### config.mk
export PLATFORM = sky130hd
export DESIGN_NAME = pc_fetch_sequencer
export DESIGN_NICKNAME = d
export VERILOG_FILES = /design/src/rtl/pc_fetch_sequencer.sv
export SDC_FILE = /design/constraint.sdc
export NUM_CORES = 1
export LEC_CHECK = 0
export CAP_MARGIN = 20
export CORE_MARGIN = 2
export CORE_UTILIZATION = 38
export DETAILED_ROUTE_END_ITERATION = 12
export PLACE_DENSITY = 0.72
export SLEW_MARGIN = 20
export SYNTH_ARGS = -nofsm -noshare
export SYNTH_HDL_FRONTEND = slang
export SYNTH_SLANG_ARGS = --single-unit
export TNS_END_PERCENT = 5
### constraint.sdc
create_clock -name clk -period 3.9 [get_ports clk]
set_input_delay 0.78 -clock clk [delete_from_list [all_inputs] [get_ports clk]]
set_output_delay 0.78 -clock clk [all_outputs]
set_load 0.005 [all_outputs]
### src/rtl/pc_fetch_sequencer.sv
// PC and instruction-fetch sequencer for the MIPS core: picks the next PC,
// runs the imem request/ready handshake and holds the fetched word for decode.
module pc_fetch_sequencer #(
  parameter logic [31:0] RESET_VECTOR = 32'h0000_0000,
  parameter logic [31:0] EXC_VECTOR   = 32'h0000_0180,
  parameter int          MAX_WAIT     = 15
) (
  input  logic        clk,
  input  logic        rst,
  output logic        imem_req,
  output logic [31:0] imem_addr,
  input  logic        imem_ready,
  input  logic [31:0] imem_rdata,
  output logic [31:0] instr_out,
  output logic        instr_valid,
  input  logic        id_ready,
  input  logic        stall,
  input  logic        branch_taken,
  input  logic [31:0] branch_target,
  input  logic        jump,
  input  logic [31:0] jump_target,
  input  logic        exc,
  output logic [31:0] pc,
  output logic [31:0] epc,
  output logic        fetch_err
);

  typedef enum logic [1:0] {IDLE, REQ, WAIT, HOLD} state_t;

  localparam logic [7:0] MAX_W = 8'(MAX_WAIT);

  state_t      state, state_nx;
  logic [31:0] pc_nx, epc_nx, instr_nx;
  logic        vld_nx, err_nx;
  logic [7:0]  cnt, cnt_nx, cnt_inc;

  // Target low bits are forced to word alignment and never read.
  logic unused_tgt;
  assign unused_tgt = ^{branch_target[1:0], jump_target[1:0]};

  assign imem_req  = (state == REQ) || (state == WAIT);
  assign imem_addr = pc;
  assign cnt_inc   = cnt + 8'd1;

  always_ff @(posedge clk or posedge rst) begin
    if (rst) begin
      state       <= IDLE;
      pc          <= RESET_VECTOR;
      epc         <= '0;
      instr_out   <= '0;
      instr_valid <= 1'b0;
      fetch_err   <= 1'b0;
      cnt         <= '0;
    end else begin
      state       <= state_nx;
      pc          <= pc_nx;
      epc         <= epc_nx;
      instr_out   <= instr_nx;
      instr_valid <= vld_nx;
      fetch_err   <= err_nx;
      cnt         <= cnt_nx;
    end
  end

  always_comb begin
    state_nx = state;
    pc_nx    = pc;
    epc_nx   = epc;
    instr_nx = instr_out;
    vld_nx   = instr_valid;
    err_nx   = 1'b0;
    cnt_nx   = cnt;
    if (state == IDLE) begin
      state_nx = REQ;
    end else if (exc) begin
      epc_nx   = pc;
      pc_nx    = EXC_VECTOR;
      vld_nx   = 1'b0;
      state_nx = REQ;
    end else if (!stall && branch_taken) begin
      pc_nx    = {branch_target[31:2], 2'b00};
      vld_nx   = 1'b0;
      state_nx = REQ;
    end else if (!stall && jump) begin
      pc_nx    = {jump_target[31:2], 2'b00};
      vld_nx   = 1'b0;
      state_nx = REQ;
    end else begin
      case (state)
        REQ: begin
          cnt_nx   = '0;
          state_nx = WAIT;
          if (imem_ready) begin
            instr_nx = imem_rdata;
            vld_nx   = 1'b1;
            state_nx = HOLD;
          end
        end
        WAIT: begin
          if (imem_ready) begin
            instr_nx = imem_rdata;
            vld_nx   = 1'b1;
            state_nx = HOLD;
          end else if (cnt_inc == MAX_W) begin
            // MAX_WAIT consecutive empty WAIT cycles: abandon and trap.
            err_nx   = 1'b1;
            epc_nx   = pc;
            pc_nx    = EXC_VECTOR;
            state_nx = REQ;
          end else begin
            cnt_nx = cnt_inc;
          end
        end
        HOLD: begin
          if (id_ready && !stall) begin
            pc_nx    = pc + 32'd4;
            vld_nx   = 1'b0;
            state_nx = REQ;
          end
        end
        default: state_nx = IDLE;
      endcase
    end
  end

endmodule

Word level (Yosys, flattened, before mapping):

Index checks and enable logic that the tools add are counted.

* register bits after elaboration: 108
* bits of input ports: 104
* output and inout port bits: 131
* word-level logic and storage cells: 84

* add/subtract/negate cells: 2
* equality and inequality tests: 15
* multiplexer cells: 38
* bitwise gates (word level): 4
* reductions and logical operators: 18

Operators by type and width (count)
* 2-to-1 mux 32 bit: 12
* one-hot mux 32 bit (2 select lines): 1
* adder 32 x 3 -> 32 bit (second input constant): 1
* 2-to-1 mux 8 bit: 2
* one-hot mux 8 bit (2 select lines): 1
* 2-to-1 mux 2 bit: 7
* 2-to-1 mux 1 bit: 13
* AND reduction 6 bit: 2
* nonzero test 5 bit: 2
* adder 8 x 1 -> 8 bit (second input constant): 1
* == test 8 x 4 -> 1 bit (second input constant): 1
* != test 2 bit (second input constant): 4
* != test 7 x 3 -> 1 bit (second input constant): 1
* AND reduction 7 bit: 1
* != test 6 bit (second input constant): 1
* one-hot mux 2 bit (3 select lines): 1
* nonzero test 2 bit: 3
* != test 5 x 1 -> 1 bit (second input constant): 1
* != test 5 x 2 -> 1 bit (second input constant): 1
* != test 5 x 3 -> 1 bit (second input constant): 1
* != test 5 bit (second input constant): 1
* AND reduction 5 bit: 1
* == test 2 bit (second input constant): 2
* inverter 1 bit: 4
* other kinds (10): 12

Logic depth before layout (Yosys ltp):

* depth after elaboration: 9
* depth in mapped cells: 10
* depth with buffers taken out: 7

Worst setup path after synthesis:

OpenSTA, ideal clock, no wires.

* path type: input port to flip-flop
* from: in exc
* to: reg pc[29] (netlist: imem_addr[29])
* library setup time: 63 ps
* data arrival time: 2541 ps
* path slack: 1295 ps
* cell stages on the path: 7
* cell sequence: clkbuf_1 -> nor2b_1 -> nand2_1 -> or4_4 -> or4_1 -> a21oi_1 -> o32a_2

* longest elaborated chain between the ends: 2

RTL lines
* start, declared: line 22 `input logic exc,`
* != test 5 x 2 -> 1 bit (no line) (tied with other cells)
* AND reduction 5 bit (no line)
* end signal, assigned: line 56 `pc <= pc_nx;`
* end, declared: line 23 `output logic [31:0] pc,`

Parallel ways exist; a longest one is shown, timed or not.
A chain may end at the register's enable or synchronous reset.

Final worst setup path:

* from: in branch_taken
* to: reg pc[26] (netlist: imem_addr[26])

* longest elaborated chain between the ends: 3

RTL lines
* start, declared: line 18 `input logic branch_taken,`
* logical AND 1 bit (*): line 80 `end else if (!stall && branch_taken) begin`
* != test 5 x 2 -> 1 bit (no line) (tied with other cells)
* AND reduction 5 bit (no line) or 2-to-1 mux 32 bit (tied branches)

Every way passes the cells marked *; elsewhere a longest branch is shown, timed or not.

==> metrics.md <==
| Metric | Value |
|---|---|
| Routed met2 length | `7832 µm` |
| Worst path arrival time | `3.28 ns` |
| Drt first pass iters | `5` |
| Ratio of final minimum period to clock period | `77.82%` |
| Die Footprint | `0.01555 mm²` |
| Number of failing setup endpoints in the final timing report | `0` |
| Final Skew | `0.006574 ns` |
| Met3 wire length | `1524 µm` |
| Element type at the critical path end | `flop` |
| Grt total ovfl | `0` |
| Internal power summed over all cells | `2.540 mW` |
| Max Used Layer | `met4` |
| Wire length per cell after detailed routing | `17.66 µm` |
| Post-detailed-route via-to-cell ratio | `5.455` |
| H-tree levels | `3` |
| Diodes inserted | `0` |
| Detailed placer's ending HPWL | `11800 µm` |
| Top FF cell, synth | `dfrtp_1` |
| Clock edge transition at the registers on the reported setup and hold paths | `0.07 ns` |
| Floorplan die height | `124.7 µm` |
| Worst min path class | `reg -> reg` |
| Summed instance area of the synthesized netlist | `0.005537 mm²` |
| Clk network pwr share | `25.5%` |
| Maximum number of pins on one net before global-route repair | `61` |
| Pwr Density | `433.7 mW/mm²` |
| Switching power summed over all nets | `945.2 µW` |
| Sw frac | `27.12%` |
| Post-CTS Hold Fix Bufs | `0` |
| Top area cells in the synthesized netlist | `dfrtp_1 47%, mux2_2 13%, o21ai_0 5.0%` |
| Setup repair bufs after CTS | `0` |
| Clock buffer depth | `2` |
| Clock period minus worst slack | `3.035 ns` |
| Effective utilization at floorplan | `38.53%` |
| GRT Util Overall | `20.96%` |
| Crit path launch type | `input port` |
| Hold Vio Cnt, Final | `0` |
| Kind of critical path | `in -> reg` |
| Most frequent standard cell in the layout excluding fill and tap cells | `clkdlybuf4s50_1` |
| Routability congestion estimate from global placement | `0.8389` |
| Count of yosys warnings during synthesis | `0` |
| DR vias | `5002` |
| Transition at the pin with the smallest max-transition slack | `0.9514 ns` |
| Area added between synthesis and finish | `45.13%` |
| Number of global-route vias before repair | `5160` |
| Cell chosen for the clock root | `clkbuf_16` |
| Combinational cell fraction of total power | `31.8%` |
| Total negative setup slack | `0 ns` |
| Number of maximum-capacitance violations | `0` |
| Total core area | `0.01437 mm²` |
| Fmax | `329.5 MHz` |
| Number of gates resized after cts | `0` |
| VDD IR-drop max | `0.0003229 V` |
| Antenna-violating nets left | `0` |
| # port buffers | `224` |
| Wire length the detailed router placed on met1 | `6462 µm` |
| Ratio of cells with drive above 1 in the final layout | `13.37%` |
| Number of slew-limit violations in the final report | `0` |
| Leak pwr | `3.269 nW` |
| Synthesized netlist cell count | `545` |
| Critical-path maximum fanout | `60` |
| Pre-CTS setup slack | `0.5640 ns` |
| Cell accounting for the most synthesized area | `dfrtp_1` |
| Die outline width | `124.7 µm` |
| Setup slack after layout | `0.8652 ns` |
| Clock sink total | `104` |
| Run status | `complete, no violations` |
| DR DRC count | `0` |
| Post-synth ARST share | `100.0%` |
| Sum of routed wire length over all layers | `16200 µm` |
| Setup repair after global routing missed its margin | `false` |
| Sequential cell fraction of total power | `42.7%` |
| Number of antenna violations at the first check in global routing | `0` |
| Number of ports placed on the die boundary | `235` |
| Post-synthesis sequential element count | `104` |
| Nets | `841` |
| Synth Area per Inst | `10.16 µm²` |
| Part of the Yosys area used for sequential elements | `47.01%` |
| Worst slew margin relative to its limit | `36.57%` |
| Total CTS buffers | `9` |
| Unique cell type count in the Yosys netlist | `56` |
| Starting DRT DRC Count | `454` |
| CTS tree | `done` |
| WP data required | `4.15 ns` |
| Global-route wire length before repair | `26550 µm` |
| Fraction of post-synthesis cell area in the top cell type by area | `47.01%` |
| Most used cells in the layout excluding fill and tap cells | `224 x clkdlybuf4s50_1, 104 x dfrtp_1, 63 x mux2_2` |
| Number of flops mapped to enable cells by yosys | `0` |
| Clock network latency to the later pin of the worst-skew pair | `0.35 ns` |
| Number of rows in the core area | `44` |
[Yosys cell counts, types with 2 or more instances]
cell      number
a21oi_1       31
a221oi_1       6
a222oi_1       7
a22o_1         6
a22oi_1        8
a311o_1        2
a31oi_1       11
a41oi_1        2
and2_1         6
and3_1         7
buf_2          5
buf_4         36
clkbuf_1      25
dfrtp_1      104
ha_1           8
inv_1         15
mux2_2        63
nand2_1       30
nand3_1       15
nand4_1        6
nor2_1        29
nor2b_1        6
nor3_1        11
nor4_1         3
o21a_1         5
o21ai_0       55
o21ba_2        2
o21bai_1       2
o22a_1         2
o22ai_1        5
o31a_1         3
or2_2          2
or3_1          2
xnor2_1        2
xor2_1         2
[critical path: stages]
cell and delay (ns):
clkdlybuf4s50_1 0.53, o21bai_1 0.34, nand2b_1 0.21, a31oi_1 0.20, a311o_2 0.77, o21ai_0 0.26
o21ai_0 0.15
[through the flow]
step / instances / utilization (%) / cell area (µm²) / hold WS (ns) / total power [mW]
after floorplan: 550 / - / 5555 / 0.4950 / 1.919
after global placement: 902 / 53.97 / 7755 / 0.4877 / 2.589
after detailed placement: 902 / 53.97 / 7755 / 0.4925 / 2.621
after CTS: 917 / 55.92 / 8035 / 0.5077 / 3.530
after global routing: 917 / 55.92 / 8035 / 0.5159 / 3.687
final: 917 / 55.92 / 8035 / 0.5045 / 3.485
[power by group through the flow]
| stage | Clock (mW) | Combinational, mW | Sequential, mW |
|---|---|---|---|
| global route | 0.958 | 1.20 | 1.52 |
| CTS | 0.916 | 1.12 | 1.49 |
| floorplan | 0 | 0.438 | 1.48 |
| global placement | 0 | 1.10 | 1.49 |
| detailed placement | 0 | 1.11 | 1.51 |
| finish | 0.888 | 1.11 | 1.49 |
[cells by family after synthesis]
| kind of cell | Yosys count | synth area share [%] |
|---|---|---|
| flip-flops | 104 | 47.01 |
| AND/OR/NAND/NOR | 129 | 11.89 |
| other | 1 | 0.06773 |
| multiplexers | 64 | 12.99 |
| AO/OA/AOI/OAI | 153 | 17.47 |
| adder cells (fa/ha/maj) | 8 | 1.808 |
| XOR/XNOR | 4 | 0.6329 |
| buffers and inverters | 82 | 8.135 |
[metal layers]
metal | GRT usage [%] | up-vias
li1 | - | 2315
met3 | 6.744 | 27
met5 | 0 | -
met2 | 35.00 | 238
met4 | 8.460 | 0
met1 | 25.03 | 2422
[path summary, 6_finish.rpt]
path                              startpoint       endpoint  slack (ns)  cells past startpoint
max in group asynchronous                rst        epc[25]        2.09                      3
worst max-delay path            branch_taken  imem_addr[26]        0.87                      7
min in group asynchronous                rst  instr_out[13]        0.86                      2
worst max register to register        cnt[0]  imem_addr[26]        0.99                      7
worst min register to register       epc[18]        epc[18]        0.50                      1
worst min-delay path                 epc[18]        epc[18]        0.50                      1
[registers in the layout, indices dropped and copies added (netlist names)]
name         flops
instr_valid      1
state            2
fetch_err        1
instr_out       32
cnt              8
epc             30
imem_addr       30
[cell type report]
class,instances,area (µm²)
Fill cell,1230,6334
Sequential cell,104,2603
Multi-Input combinational cell,364,2526
Timing Repair Buffer,235,2337
Clock buffer,12,236.5
Tap cell,184,230.2
Inverter,15,58.81
Clock inverter,3,43.79
Note: power is estimated with default switching activity, not from simulation.
